<file path="config.mk">
export PLATFORM = sky130hd
export DESIGN_NAME = wb_pwm_fader
export DESIGN_NICKNAME = d
export VERILOG_FILES = /design/src/rtl/wb_pwm_fader_pkg.sv /design/src/rtl/wb_pwm_fader_channel.sv /design/src/rtl/wb_pwm_fader.sv
export SDC_FILE = /design/constraint.sdc
export NUM_CORES = 1
export LEC_CHECK = 0
export BUFFER_PORTS_ARGS = -buffer_cell sky130_fd_sc_hd__clkbuf_2
export CORE_MARGIN = 1.5
export CORE_UTILIZATION = 60
export CTS_CLUSTER_DIAMETER = 30
export CTS_CLUSTER_SIZE = 30
export DETAILED_ROUTE_END_ITERATION = 8
export GPL_ROUTABILITY_DRIVEN = 0
export PLACE_DENSITY = 0.85
export SYNTH_ARGS = -nofsm -noshare
export SYNTH_HDL_FRONTEND = slang
export SYNTH_SLANG_ARGS = --single-unit
</file>
<file path="constraint.sdc">
create_clock -name wb_clk_i -period 14.53 [get_ports wb_clk_i]
set_input_delay 0.7265 -clock wb_clk_i [delete_from_list [all_inputs] [get_ports wb_clk_i]]
set_output_delay 0.7265 -clock wb_clk_i [all_outputs]
set_load 0.05 [all_outputs]
</file>
<file path="src/rtl/wb_pwm_fader_pkg.sv">
// Shared register map, field positions and bus FSM encoding for the
// Wishbone PWM fader.
package wb_pwm_pkg;

   localparam logic [3:0] ADDR_CTRL     = 4'd0;
   localparam logic [3:0] ADDR_PRESCALE = 4'd1;
   localparam logic [3:0] ADDR_FADEDIV  = 4'd2;
   localparam logic [3:0] ADDR_STATUS   = 4'd3;
   localparam logic [3:0] ADDR_CH0      = 4'd4;

   localparam int unsigned CTRL_ENABLE_BIT = 0;
   localparam int unsigned CTRL_INVERT_BIT = 1;

   localparam int unsigned FADE_EN_BIT = 16;
   localparam int unsigned LIVE_LSB    = 24;

   typedef enum logic {
      BUS_IDLE,
      BUS_ACK
   } bus_state_t;

   // Byte-lane merge of a write into an existing 32-bit register image.
   function automatic logic [31:0] sel_merge(input logic [31:0] old_val,
                                             input logic [31:0] new_val,
                                             input logic [3:0]  sel);
      logic [31:0] r;
      r = old_val;
      for (int unsigned b = 0; b < 4; b++) begin
         if (sel[b]) r[8*b +: 8] = new_val[8*b +: 8];
      end
      return r;
   endfunction

endpackage

</file>
<file path="src/rtl/wb_pwm_fader_channel.sv">
// One PWM channel: target/live duty, fade ramp counter, compare and busy flag.
// Live duty only changes at period boundaries so the output never glitches.
module pwm_fade_channel
   import wb_pwm_pkg::*;
#(
   parameter int unsigned PWM_BITS = 8
) (
   input  logic                clk,
   input  logic                rst,
   input  logic                wr,
   input  logic [PWM_BITS-1:0] wr_target,
   input  logic                wr_fade_en,
   input  logic [PWM_BITS-1:0] pwm_cnt,
   input  logic                period_end,
   input  logic [7:0]          fadediv,
   output logic [PWM_BITS-1:0] target,
   output logic                fade_en,
   output logic [PWM_BITS-1:0] live,
   output logic                busy,
   output logic                cmp
);

   logic [7:0] fade_cnt;

   always_ff @(posedge clk or posedge rst) begin
      if (rst) begin
         target   <= '0;
         fade_en  <= 1'b0;
         live     <= '0;
         fade_cnt <= '0;
      end else begin
         if (wr) begin
            target  <= wr_target;
            fade_en <= wr_fade_en;
         end
         // Uses the pre-write target when a write lands on the period end.
         if (period_end) begin
            if (!fade_en) begin
               live     <= target;
               fade_cnt <= '0;
            end else if (fade_cnt == fadediv) begin
               fade_cnt <= '0;
               if (live < target)      live <= live + 1'b1;
               else if (live > target) live <= live - 1'b1;
            end else begin
               fade_cnt <= fade_cnt + 1'b1;
            end
         end
      end
   end

   always_comb begin
      busy = fade_en && (live != target);
      cmp  = pwm_cnt < live;
   end

endmodule

</file>
<file path="src/rtl/wb_pwm_fader.sv">
// Wishbone slave with NCH PWM channels sharing one prescaler and period
// counter; each channel can fade its live duty toward a programmed target.
module wb_pwm_fader
   import wb_pwm_pkg::*;
#(
   parameter int unsigned AW       = 30,
   parameter int unsigned DW       = 32,
   parameter int unsigned NCH      = 4,
   parameter int unsigned PWM_BITS = 8,
   parameter int unsigned PRE_BITS = 16
) (
   input  logic            wb_clk_i,
   input  logic            wb_reset_i,
   input  logic [AW-1:0]   wb_adr_i,
   input  logic [DW-1:0]   wb_dat_i,
   output logic [DW-1:0]   wb_dat_o,
   input  logic            wb_we_i,
   input  logic [DW/8-1:0] wb_sel_i,
   input  logic            wb_cyc_i,
   input  logic            wb_stb_i,
   output logic            wb_ack_o,
   output logic [NCH-1:0]  pwm_o
);

   localparam int unsigned LIVE_W = (PWM_BITS > 8) ? 8 : PWM_BITS;

   bus_state_t state, next_state;
   logic [3:0] adr;
   logic       req, wr;
   logic       adr_unused;
   logic [31:0] rdata;

   logic                enable, invert;
   logic [PRE_BITS-1:0] prescale, pre_cnt;
   logic [7:0]          fadediv;
   logic [PWM_BITS-1:0] pwm_cnt;
   logic                tick, period_end;

   logic [NCH-1:0] busy, cmp, raw;
   logic [31:0]    ch_word [NCH];

   assign adr        = wb_adr_i[3:0];
   assign adr_unused = &{1'b0, wb_adr_i[AW-1:4]};

   // Bus FSM: state register, next state, outputs.
   always_ff @(posedge wb_clk_i or posedge wb_reset_i) begin
      if (wb_reset_i) state <= BUS_IDLE;
      else            state <= next_state;
   end

   always_comb begin
      next_state = state;
      case (state)
         BUS_IDLE: if (wb_cyc_i && wb_stb_i) next_state = BUS_ACK;
         BUS_ACK:  next_state = BUS_IDLE;
         default:  next_state = BUS_IDLE;
      endcase
   end

   always_comb begin
      wb_ack_o = (state == BUS_ACK);
      req      = (state == BUS_IDLE) && wb_cyc_i && wb_stb_i;
      wr       = req && wb_we_i;
   end

   always_comb begin
      rdata = '0;
      case (adr)
         ADDR_CTRL: begin
            rdata[CTRL_ENABLE_BIT] = enable;
            rdata[CTRL_INVERT_BIT] = invert;
         end
         ADDR_PRESCALE: rdata[PRE_BITS-1:0] = prescale;
         ADDR_FADEDIV:  rdata[7:0]          = fadediv;
         ADDR_STATUS:   rdata[NCH-1:0]      = busy;
         default: begin
            for (int unsigned n = 0; n < NCH; n++) begin
               if (adr == ADDR_CH0 + 4'(n)) rdata = ch_word[n];
            end
         end
      endcase
   end

   always_ff @(posedge wb_clk_i or posedge wb_reset_i) begin
      if (wb_reset_i) begin
         wb_dat_o <= '0;
         enable   <= 1'b0;
         invert   <= 1'b0;
         prescale <= '0;
         fadediv  <= '0;
      end else begin
         if (req) wb_dat_o <= rdata;
         if (wr) begin
            case (adr)
               ADDR_CTRL: if (wb_sel_i[0]) begin
                  enable <= wb_dat_i[CTRL_ENABLE_BIT];
                  invert <= wb_dat_i[CTRL_INVERT_BIT];
               end
               ADDR_PRESCALE: prescale <= PRE_BITS'(sel_merge(32'(prescale), wb_dat_i, wb_sel_i));
               ADDR_FADEDIV:  fadediv  <= 8'(sel_merge(32'(fadediv), wb_dat_i, wb_sel_i));
               default: ;
            endcase
         end
      end
   end

   // A PRESCALE below pre_cnt lets pre_cnt run through its natural wrap.
   always_comb begin
      tick       = enable && (pre_cnt == prescale);
      period_end = tick && (pwm_cnt == '1);
      raw        = cmp & {NCH{enable}};
   end

   always_ff @(posedge wb_clk_i or posedge wb_reset_i) begin
      if (wb_reset_i) begin
         pre_cnt <= '0;
         pwm_cnt <= '0;
         pwm_o   <= '0;
      end else begin
         if (!enable) begin
            pre_cnt <= '0;
            pwm_cnt <= '0;
         end else if (tick) begin
            pre_cnt <= '0;
            pwm_cnt <= pwm_cnt + 1'b1;
         end else begin
            pre_cnt <= pre_cnt + 1'b1;
         end
         pwm_o <= raw ^ {NCH{invert}};
      end
   end

   for (genvar n = 0; n < NCH; n++) begin : g_ch
      logic                wr_ch, fade_en, wr_fade_en;
      logic [PWM_BITS-1:0] target, live, wr_target;
      logic [31:0]         word;

      always_comb begin
         wr_ch      = wr && (adr == ADDR_CH0 + 4'(n));
         wr_target  = PWM_BITS'(sel_merge(word, wb_dat_i, wb_sel_i));
         wr_fade_en = wb_sel_i[FADE_EN_BIT/8] ? wb_dat_i[FADE_EN_BIT] : fade_en;
         word       = '0;
         word[PWM_BITS-1:0]          = target;
         word[FADE_EN_BIT]           = fade_en;
         word[LIVE_LSB +: LIVE_W]    = live[PWM_BITS-1 -: LIVE_W];
      end

      assign ch_word[n] = word;

      pwm_fade_channel #(.PWM_BITS(PWM_BITS)) u_ch (
         .clk        (wb_clk_i),
         .rst        (wb_reset_i),
         .wr         (wr_ch),
         .wr_target  (wr_target),
         .wr_fade_en (wr_fade_en),
         .pwm_cnt    (pwm_cnt),
         .period_end (period_end),
         .fadediv    (fadediv),
         .target     (target),
         .fade_en    (fade_en),
         .live       (live),
         .busy       (busy[n]),
         .cmp        (cmp[n])
      );
   end

endmodule

</file>
======== Word level (Yosys, flattened, before mapping) ========
Cells that the tools add are included.
operators by class
  bitwise operators ....................... 3
  $add $sub $neg .......................... 14
  muxes and demuxes ....................... 39
  order comparisons ....................... 12
  reduce and logical (&&, ||, !) cells .... 34
  equal/unequal tests ..................... 26
operator list
  operator                                                               number
  8-bit two-way mux                                                      26
  32-bit two-way mux                                                     4
  8-bit by 1-bit adder with 8-bit output, second input constant          9
  8-bit less-than comparator                                             8
  16-bit two-way mux                                                     3
  8-bit equality test                                                    4
  8-bit > comparator                                                     4
  8-bit != test                                                          4
  8-bit by 1-bit subtractor with 8-bit output, second input constant     4
  3-bit AND reduction                                                    8
  16-bit by 1-bit adder with 16-bit output, second input constant        1
  16-bit equality test                                                   1
  4-bit by 3-bit equality test with 1-bit output, second input constant  4
  2-bit case mux with 4 select lines                                     2
  8-bit case mux with 2 select lines                                     1
  2-bit AND reduction                                                    8
  1-bit logical AND                                                      14
  3-bit != test, second input constant                                   4
  4-bit case mux with 3 select lines                                     1
  4-bit by 2-bit equality test with 1-bit output, second input constant  2
  8-bit equality test, second input constant                             1
  2-bit != test, second input constant                                   4
  4-bit bitwise AND                                                      1
  4-bit by 1-bit equality test with 1-bit output, second input constant  1
  9 further kinds                                                        9
word-level totals
  flip-flop bits (word level) ............. 187
  logic and storage cells ................. 154
  input port bits ......................... 71
  output and inout bits ................... 37

======== Depth between registers and ports, before layout ========
Gate-level depths: netlist of the first run.
  word-level depth ........................ 6
  gate-level depth with buffers ........... 14
  depth with buffers taken out ............ 14

======== Cells and area by module ========
From an unflattened synthesis of the first run, not the netlist that was laid out.
unflattened totals
  cells, all modules ...................... 1,271
  area, all modules ....................... 12,035.3 um^2
by module, submodules not included
  module            seq. area each (um^2)  cells an instance  times used  area each (um^2)
  pwm_fade_channel  625.6                  206                4           1,884.3
  wb_pwm_fader      2,001.9                447                1           4,498.1

======== Least setup slack after synthesis of the first run ========
Ideal clock, no wire load.
  path kind ............................... flip-flop to flip-flop
  start point ............................. reg g_ch[3].u_ch.live[1]
  end point ............................... reg g_ch[3].u_ch.live[7]
  library setup time ...................... 96 ps
  clock period less this slack ............ 3,052 ps
  stages on the path, launching flop included .. 13
  arrival time ............................ 2,956 ps
  buffers on the path ..................... 0
  data required time ...................... 14,434 ps
  slack ................................... 11,478 ps
  cell sequence ........................... dfrtp_1 ha_1 a21oi_1 o21a_1 o21bai_1 ha_1 a21o_1 a21oi_1 o21ai_0 a311oi_1 xnor2_1 xnor2_1 o31ai_1
between the ends
  cells in the longest elaborated chain, start to end .. 5
RTL lines
  element                                      RTL line                    text
  start: declaration                           wb_pwm_fader_channel.sv:18  output logic [PWM_BITS-1:0] live,
  start signal: assignment                     wb_pwm_fader_channel.sv:39  live <= target;
  start signal: assignment                     wb_pwm_fader_channel.sv:43  if (live < target) live <= live + 1'b1;
  start signal: assignment                     wb_pwm_fader_channel.sv:44  else if (live > target) live <= live - 1'b1;
  8-bit by 1-bit subtractor with 8-bit output  wb_pwm_fader_channel.sv:44
  8-bit two-way mux                            wb_pwm_fader_channel.sv:44
  8-bit two-way mux                            wb_pwm_fader_channel.sv:43
  8-bit two-way mux                            wb_pwm_fader_channel.sv:41  end else if (fade_cnt == fadediv) begin
  8-bit two-way mux                            wb_pwm_fader_channel.sv:38  if (!fade_en) begin
Parallel ways exist; a longest one is shown, timed or not. The select of a mux whose other input is x is not followed.
A chain may end at the register's enable or synchronous reset.

======== Worst setup path in the final report of the first run ========
  start point ............................. reg g_ch[3].u_ch.live[3]
  end point ............................... reg g_ch[3].u_ch.live[7]
The elaborated chain is that of the path after synthesis.

==> flow_summary.ini, run 1 <==
[clock_network]
cts_tree = built
clkTransAtPathRegs_ns = 0.07
cts_buffers = 17
post_cts_buffers = 0
cts.sinks = 180
clockRootBuffer = clkbuf_16
h-tree-depth = 4
worstSkewPairLatency_ns = 0.45
cts_resized = 0
postCtsHoldBufs = 0
cts_max_path_buffers = 2

[final_layout]
utilization = 0.673
mostFrequentLayoutCells = dfrtp_1 (180), nand2_1 (142), o21ai_0 (127), ha_1 (94), inv_1 (80)
nNetsFinal = 1417
diodes = 0
stdcell_area_mm2 = 0.0123
final_common_cell = dfrtp_1
fillerInstances = 1365
syn2layout_area_growth_pct = 8.56
drive_gt1_frac = 0.118

[global_route]
grt-busiest-layer = met2
grt_pass1_wl_mm = 46.4
grtUsageMet2 = 0.493
use_met3 = 0.0656
overflow = 0
grt_max_degree = 103
grt_usage = 0.305
antenna_found_initial = 0
use_met1 = 0.390
grt_pass1_vias = 8897

[logic_synthesis]
ys_seq_elements = 180
synth_area_leaders = dfrtp_1 (40%), ha_1 (10%), o21ai_0 (5.6%)
synth_edf_count = 0
yosys_warnings = 0
async_flop_share = 1.00
postSynthAreaPerCell_um2 = 9.29
yosysTopAreaCell = dfrtp_1
synth_area_mm2 = 0.0113
synth_top_area_share = 0.399
synth_ff_type = dfrtp_1
ys_seq_area_frac = 0.399
synth_cell_type_count = 55
synthCells = 1215

[worst_hold_path]
min_path_type = reg2reg
hp-start = wb_dat_o[7]$_DFFE_PP0P_

[job]
cap_violations = 0

[timing]
fin_crit_ns = 3.67
tightest_slew_ns = 1.29
slew_headroom = 0.139
clock_skew_ns = 0.0142
fin_setup_tns_ns = 0
maxSlewViolCount = 0
max_freq_ghz = 0.273
hold_viol = 0
rsz0062_at_grt = false
setup_viol = 0
period_share = 0.252

[die]
io_pins = 108
core_mm2 = 0.0182
start_util = 0.620
row_count = 49
die_y_um = 140
fp.dieW_um = 140
die_area_mm2 = 0.0196

[placed_design]
placed_area_mm2 = 0.0117
hpwl_mm = 20.7
io_buffer_count = 58

[setup_path]
r2r_setup_slack_ns = 10.86
worst_ep_required_time_ns = 14.87
worst_ep_arrival_time_ns = 4.00
start_kind = flip-flop
critPathKind = reg2reg
cp_max_fo = 9
startpoint = g_ch[3].u_ch.live[3]$_DFFE_PP0P_
r2r_cells = 12
crit_path_end = g_ch[3].u_ch.live[7]$_DFFE_PP0P_
r2r_end = g_ch[3].u_ch.live[7]$_DFFE_PP0P_
endpoint_kind = flip-flop
r2r-start = g_ch[3].u_ch.live[3]$_DFFE_PP0P_

[route]
drcViolationCount = 0
wl_per_cell_um = 19.3
num_vias = 9160
ant_nets = 0
wl_mm = 28.8
first_iter_violations = 891
viasPerCell = 6.15
first_pass_iters = 7

[power_and_ir_drop]
p_per_area_mw_per_mm2 = 93.4
ir_worst_vdd_mv = 0.0948
power_leakage_nw = 5.78

[status]
status = completed
flip-flops by register name (all words and copies together), names as in the netlist:
signal	count
g_ch.u_ch.live	32
g_ch.u_ch.fade_cnt	32
enable	1
pwm_o	4
pwm_cnt	8
wb_ack_o	1
invert	1
prescale	16
wb_dat_o	25
pre_cnt	16
fadediv	8
g_ch.u_ch.target	32
g_ch.u_ch.fade_en	4
where the power goes:
group | switching (mW) | internal, mW | total [mW]
registers | 0.0308 | 0.522 | 0.553
clock network | 0.228 | 0.230 | 0.458
logic | 0.0902 | 0.0442 | 0.134
total | 0.349 | 0.796 | 1.14
worst min-delay path by stage:
stage / slack [ns] / cells after the start / end
after floorplan: 0.49 / 1 / g_ch[2].u_ch.fade_cnt[6]$_DFFE_PP0P_
after global placement: 0.46 / 2 / wb_dat_o[6]$_DFFE_PP0P_
after detailed placement: 0.47 / 2 / wb_dat_o[31]$_DFFE_PP0P_
after CTS: 0.48 / 2 / wb_dat_o[31]$_DFFE_PP0P_
after global routing: 0.50 / 2 / wb_dat_o[26]$_DFFE_PP0P_
final: 0.48 / 2 / wb_dat_o[7]$_DFFE_PP0P_
through the flow:
step	total power, mW	instances	hold slack (ns)	setup slack, ns
2_1_floorplan	0.649	1221	0.490	8.92
4_1_cts	1.14	1490	0.484	10.88
3_5_place_dp	0.693	1458	0.469	10.88
5_1_grt	1.19	1490	0.501	10.64
6_report	1.14	1490	0.480	10.86
3_3_place_gp	0.687	1458	0.463	11.11
critical path, stage by stage (launching register included):
cell	delay, ns
dfrtp_1	0.49
ha_1	0.38
nand2_1	0.09
o21a_1	0.18
o21bai_1	0.63
ha_1	0.36
a21o_1	0.17
a21oi_1	0.21
o21ai_0	0.19
a311oi_1	0.37
xnor2_1	0.14
xnor2_1	0.16
o31ai_1	0.19
layer usage:
metal | wire [µm] | vias up
met4 | 1400 | 0
met3 | 2390 | 100
li1 | - | 4295
met2 | 13400 | 435
met1 | 11600 | 4330
met5 | 0 | -
synth_stat cells (9+ instances only):
cell / count
nor2b_1: 18
o21ai_0: 127
o22ai_1: 9
xnor2_1: 62
nand2_1: 142
a221oi_1: 12
a21o_1: 19
nand2b_1: 20
ha_1: 94
o31ai_1: 16
clkbuf_1: 40
a22oi_1: 12
mux2_2: 34
nand3_1: 21
xor2_1: 38
nand4_1: 18
or2_2: 11
inv_1: 81
mux2i_1: 31
a21oi_1: 47
dfrtp_1: 180
nor3_1: 11
nor2_1: 64
cells by family (layout without fill, tap and decap cells):
family,count (synthesis),count (layout),synth area share
AND/OR/NAND/NOR,338,338,0.141
AO/OA/AOI/OAI,298,298,0.161
flip-flops,180,180,0.399
XOR/XNOR,100,100,0.0776
adder cells (fa/ha/maj),98,98,0.111
other,1,7,0.000332
multiplexers,65,65,0.0614
buffers and inverters,135,175,0.0488
cell type report:
type	instances	area, µm²	share of cell area
clock buffers	17	425	0.0347
clock inverters	15	156	0.0128
inverters	82	313	0.0255
multi-input cells	906	6250	0.510
flip-flops and latches	180	4500	0.368
well taps	229	287	0.0234
repair buffers	61	313	0.0255
Note: power is estimated with default switching activity, not from simulation.
==> run 2, diff against run 1 <==
--- a/config.mk
+++ b/config.mk
@@ -7,12 +7,12 @@
 export LEC_CHECK = 0
 export BUFFER_PORTS_ARGS = -buffer_cell sky130_fd_sc_hd__clkbuf_2
 export CORE_MARGIN = 1.5
-export CORE_UTILIZATION = 60
+export CORE_UTILIZATION = 55
 export CTS_CLUSTER_DIAMETER = 30
 export CTS_CLUSTER_SIZE = 30
 export DETAILED_ROUTE_END_ITERATION = 8
 export GPL_ROUTABILITY_DRIVEN = 0
-export PLACE_DENSITY = 0.85
+export PLACE_DENSITY = 0.82
 export SYNTH_ARGS = -nofsm -noshare
 export SYNTH_HDL_FRONTEND = slang
 export SYNTH_SLANG_ARGS = --single-unit
==> constraint.sdc (replaced) <==
create_clock -name wb_clk_i -period 3.2 [get_ports wb_clk_i]
set_input_delay 0.16 -clock wb_clk_i [delete_from_list [all_inputs] [get_ports wb_clk_i]]
set_output_delay 0.16 -clock wb_clk_i [all_outputs]
set_load 0.05 [all_outputs]
==> flow_summary.ini, run 2 (synthesized netlist as in run 1, its figures left out) <==
[status]
status = completed

[clock_network]
clockRootBuffer = clkbuf_16
h-tree-depth = 4
worstSkewPairLatency_ns = 0.44
cts_buffers = 17
cts_max_path_buffers = 2
cts.sinks = 180
cts_tree = built
clkTransAtPathRegs_ns = 0.07

[worst_hold_path]
hold-path-endpoint = g_ch[1].u_ch.fade_en$_DFFE_PP0P_
hp-start = wb_dat_i[16]
holdPathStages = 2
min_path_type = in2reg

[die]
core_mm2 = 0.0202
die_area_mm2 = 0.0214
start_util = 0.560
fp.dieW_um = 146
die_y_um = 146
row_count = 52
io_pins = 108

[route]
drcViolationCount = 0
ant_nets = 0
first_pass_iters = 5
wl_mm = 30.6
num_vias = 9573
wl_per_cell_um = 19.3
first_iter_violations = 764
viasPerCell = 6.01

[global_route]
grt_max_degree = 76
overflow = 0
antenna_found_initial = 0
grt_usage = 0.296
grt_pass1_vias = 9549
grt_pass1_wl_mm = 49.5

[timing]
hold_viol = 0
clock_skew_ns = 0.0166
maxSlewViolCount = 0
fin_ws_ns = 0.138
max_freq_ghz = 0.327
fin_setup_tns_ns = 0
setup_viol = 0
tightest_slew_ns = 1.11
period_share = 0.957
fin_crit_ns = 3.06
slew_headroom = 0.255

[final_layout]
nNetsFinal = 1478
diodes = 0
top_regs = g_ch.u_ch.fade_cnt: 32 flops, g_ch.u_ch.live: 32 flops, g_ch.u_ch.target: 32 flops
syn2layout_area_growth_pct = 13.9
final_common_cell = dfrtp_1
mostFrequentLayoutCells = dfrtp_1 (179), nand2_1 (142), o21ai_0 (125), ha_1 (94), inv_1 (80)
drive_gt1_frac = 0.161
fillerInstances = 1590

[power_and_ir_drop]
clkPwrFrac = 0.393
p_sw_frac = 0.303
ir_worst_vdd_mv = 0.303
power_frac_comb = 0.132
sequentialPowerShare = 0.475
p_per_area_mw_per_mm2 = 408
p_sw_mw = 1.59
power_leakage_nw = 6.09
p_int_mw = 3.66

[setup_path]
critPathBufInv = 1
r2r_end = g_ch[2].u_ch.live[7]$_DFFE_PP0P_
worst_ep_required_time_ns = 3.55
endpoint_kind = flip-flop
crit_chain = ha_1 > a21oi_1 > o21ai_0 > a21o_1 > buf_4 > ha_1 > a21oi_2 > o21ai_0 > a311oi_1 > xnor2_1 > xnor2_1 > o31ai_1
critPathKind = reg2reg
crit_slowest_cell = dfrtp_2
r2r-start = g_ch[2].u_ch.live[5]$_DFFE_PP0P_
start_kind = flip-flop
r2r_cells = 12
cp_max_fo = 7
worst_ep_arrival_time_ns = 3.41
path_delay_family = compound AO/OA/AOI/OAI gates
r2r_setup_slack_ns = 0.14
max_stage_delay_ns = 0.45

[placed_design]
io_buffer_count = 58
hpwl_mm = 22.0
place_worst_setup_slack_ns = 0.0871

[job]
cap_violations = 0
-- run 2: worst max-delay path by stage --
stage | startpoint | endpoint | slack (ns) | depth (start not counted)
floorplan | g_ch[3].u_ch.live[1]$_DFFE_PP0P_ | g_ch[3].u_ch.live[7]$_DFFE_PP0P_ | 0.15 | 12
global route | g_ch[2].u_ch.live[5]$_DFFE_PP0P_ | g_ch[2].u_ch.live[7]$_DFFE_PP0P_ | -0.07 | 12
finish | g_ch[2].u_ch.live[5]$_DFFE_PP0P_ | g_ch[2].u_ch.live[7]$_DFFE_PP0P_ | 0.14 | 12
CTS | g_ch[3].u_ch.target[2]$_DFFE_PP0P_ | g_ch[3].u_ch.live[7]$_DFFE_PP0P_ | 0.08 | 13
global placement | g_ch[0].u_ch.target[1]$_DFFE_PP0P_ | g_ch[0].u_ch.live[5]$_DFFE_PP0P_ | 0.19 | 14
detailed placement | g_ch[3].u_ch.target[2]$_DFFE_PP0P_ | g_ch[3].u_ch.live[7]$_DFFE_PP0P_ | 0.09 | 13
-- run 2: timing repair --
item | 4_1_cts | 5_1_grt
endpoints found under the hold margin | 43 | 0
setup buffers | 0 | 7
endpoints found under the setup margin | 0 | 8
resized for setup | 0 | 14
hold buffers | 9 | 0
-- run 2: power by group through the flow --
| stage | Sequential (mW) | Clock (mW) | Combinational (mW) |
|---|---|---|---|
| 2_1_floorplan | 2.55 | 0 | 0.400 |
| 3_3_place_gp | 2.53 | 0 | 0.627 |
| 3_5_place_dp | 2.54 | 0 | 0.650 |
| 4_1_cts | 2.49 | 2.08 | 0.666 |
| 5_1_grt | 2.50 | 2.17 | 0.755 |
| 6_report | 2.49 | 2.06 | 0.693 |
-- run 2: cell type report --
| class | instances | area (µm²) | share of cell area |
|---|---|---|---|
| well taps | 270 | 338 | 0.0263 |
| flip-flops and latches | 180 | 4510 | 0.350 |
| clock buffers | 17 | 425 | 0.0331 |
| inverters | 82 | 312 | 0.0242 |
| clock inverters | 15 | 160 | 0.0125 |
| multi-input cells | 906 | 6300 | 0.490 |
| repair buffers | 122 | 818 | 0.0636 |
-- run 2: per-layer routing --
metal,part of all wire,up-vias,routed length [µm],track usage
li1,-,4407,-,-
met1,0.41,4600,12500,0.383
met2,0.46,461,14200,0.473
met3,0.084,105,2580,0.0575
met4,0.046,0,1410,0.156
met5,0,-,0,0
-- run 2: worst register-to-register path, cell delays in order (launching register included) --
cell	delay, ns
dfrtp_2	0.45
ha_1	0.33
a21oi_1	0.24
o21ai_0	0.14
a21o_1	0.21
buf_4	0.18
ha_1	0.33
a21oi_2	0.19
o21ai_0	0.15
a311oi_1	0.32
xnor2_1	0.17
xnor2_1	0.08
o31ai_1	0.18
-- run 2: per-stage QoR --
step	hold WS [ns]	cells	power, mW	utilization	area [µm²]
2_1_floorplan	0.277	1221	2.95	-	11300
3_3_place_gp	0.344	1544	3.16	0.599	12100
3_5_place_dp	0.343	1544	3.18	0.599	12100
4_1_cts	0.0378	1585	5.24	0.633	12800
5_1_grt	0.0577	1592	5.43	0.638	12900
6_report	0.0558	1592	5.25	0.638	12900
==> run 3, diff against run 2 <==
--- a/config.mk
+++ b/config.mk
@@ -6,6 +6,7 @@
 export NUM_CORES = 1
 export LEC_CHECK = 0
 export BUFFER_PORTS_ARGS = -buffer_cell sky130_fd_sc_hd__clkbuf_2
+export CORE_ASPECT_RATIO = 0.9
 export CORE_MARGIN = 1.5
 export CORE_UTILIZATION = 55
 export CTS_CLUSTER_DIAMETER = 30
==> flow_summary.ini, run 3 (synthesized netlist as in run 1, its figures left out) <==
[global_route]
grt_pass1_vias = 9210
grt_max_degree = 131
grt_usage = 0.291
overflow = 0
antenna_found_initial = 0
grt_pass1_wl_mm = 48.5

[power_and_ir_drop]
finalPower_mw = 5.25
ir_worst_vdd_mv = 0.290
power_leakage_nw = 6.05
p_per_area_mw_per_mm2 = 412

[timing]
fin_crit_ns = 3.12
period_share = 0.974
maxSlewViolCount = 0
clock_skew_ns = 0.00869
whs_ns = 0.0120
setup_viol = 0
slew_headroom = 0.300
max_freq_ghz = 0.321
fin_ws_ns = 0.0835
hold_viol = 0
tightest_slew_ns = 1.04

[setup_path]
worst_ep_required_time_ns = 3.50
critPathKind = reg2reg
start_kind = flip-flop
r2r_setup_slack_ns = 0.08
r2r_end = g_ch[1].u_ch.live[7]$_DFFE_PP0P_
r2r-start = prescale[7]$_DFFE_PP0P_
worst_ep_arrival_time_ns = 3.42
r2r_cells = 8
cp_max_fo = 48
endpoint_kind = flip-flop

[route]
first_pass_iters = 7
viasPerCell = 5.99
num_vias = 9404
ant_nets = 0
first_iter_violations = 846
drcViolationCount = 0
wl_mm = 30.5
wl_per_cell_um = 19.4

[die]
start_util = 0.563
row_count = 49
core_mm2 = 0.0200
die_y_um = 139
fp.dieW_um = 154
die_area_mm2 = 0.0214
io_pins = 108

[placed_design]
hpwl_mm = 22.0
io_buffer_count = 58
place_worst_setup_slack_ns = 0.0942
placed_area_mm2 = 0.0120

[clock_network]
clkTransAtPathRegs_ns = 0.07
clockRootBuffer = clkbuf_16
cts_tree = built
h-tree-depth = 4
cts.sinks = 180
cts_buffers = 17
worstSkewPairLatency_ns = 0.44
cts_max_path_buffers = 2

[worst_hold_path]
holdPathStages = 2
hp-start = wb_dat_i[16]
hold-path-endpoint = g_ch[3].u_ch.fade_en$_DFFE_PP0P_
min_path_type = in2reg

[final_layout]
mostFrequentLayoutCells = dfrtp_1 (180), nand2_1 (142), o21ai_0 (124), ha_1 (94), inv_1 (80)
top_regs = g_ch.u_ch.fade_cnt: 32 flops, g_ch.u_ch.live: 32 flops, g_ch.u_ch.target: 32 flops
nNetsFinal = 1470
diodes = 0
syn2layout_area_growth_pct = 13.0
stdcell_area_mm2 = 0.0128
final_common_cell = dfrtp_1
drive_gt1_frac = 0.150

[job]
cap_violations = 0

[status]
status = completed
run 3: cell count changes in the layout (fill, tap and decap cells not counted), sizes merged:
cell      before  now
buf           55   47
clkinv         9    4
clkbuf        75   78
clkinvlp       2    4
bufinv         0    1
inv           86   85
run 3: where the power goes:
part | internal, mW | total [mW] | leakage [nW] | switching, mW
registers | 2.37 | 2.50 | 2.37 | 0.125
clock network | 1.13 | 2.08 | 0.276 | 0.952
logic | 0.234 | 0.672 | 3.40 | 0.438
total | 3.73 | 5.25 | 6.05 | 1.51
run 3: repair_timing:
item / 4_1_cts / 5_1_grt
hold endpoints to repair: 34 / 0
setup endpoints to repair: 1 / 6
gates resized for setup: 1 / 8
hold buffers: 9 / 0
buffers inserted: 0 / 2
pin swaps: 0 / 4
run 3: final cells by class:
cell class,count,area (µm²)
fill,1584,7300
clock buffer,20,457
timing repair buffer,114,758
clock inverter,12,121
multi-input combinational,906,6280
tap,255,319
sequential,180,4500
inverter,82,312
run 3: per-stage QoR:
stage	instances	utilization	TNS (ns)
2_1_floorplan	1221	-	0
3_3_place_gp	1526	0.601	0
3_5_place_dp	1526	0.601	0
4_1_cts	1567	0.634	0
5_1_grt	1569	0.636	-0.00227
6_report	1569	0.636	0
run 3: how the worst max path moves through the flow:
stage / slack, ns / start / cells past startpoint / to
global route: -0.002 / g_ch[3].u_ch.target[3]$_DFFE_PP0P_ / 13 / g_ch[3].u_ch.live[7]$_DFFE_PP0P_
CTS: 0.06 / g_ch[3].u_ch.target[5]$_DFFE_PP0P_ / 13 / g_ch[3].u_ch.live[7]$_DFFE_PP0P_
global placement: 0.17 / g_ch[0].u_ch.target[1]$_DFFE_PP0P_ / 14 / g_ch[0].u_ch.live[5]$_DFFE_PP0P_
floorplan: 0.15 / g_ch[3].u_ch.live[1]$_DFFE_PP0P_ / 12 / g_ch[3].u_ch.live[7]$_DFFE_PP0P_
detailed placement: 0.09 / g_ch[0].u_ch.target[1]$_DFFE_PP0P_ / 14 / g_ch[0].u_ch.live[5]$_DFFE_PP0P_
finish: 0.08 / prescale[7]$_DFFE_PP0P_ / 8 / g_ch[1].u_ch.live[7]$_DFFE_PP0P_
run 3: worst max-delay path, stage by stage, from the launching register on:
cell	delay (ns)
dfrtp_1	0.43
xor2_1	0.18
nor4_1	0.46
nand4_2	0.25
or3_4	0.50
buf_12	0.20
nand3b_1	0.54
mux2i_1	0.31
o31ai_1	0.09
run 3: per-layer routing:
metal  wire length [µm]  share of wire  GRT usage
met3               2750          0.090     0.0616
met1              12600           0.41      0.382
met2              14100           0.46      0.471
met4               1110          0.036      0.115
met5                  0              0          0
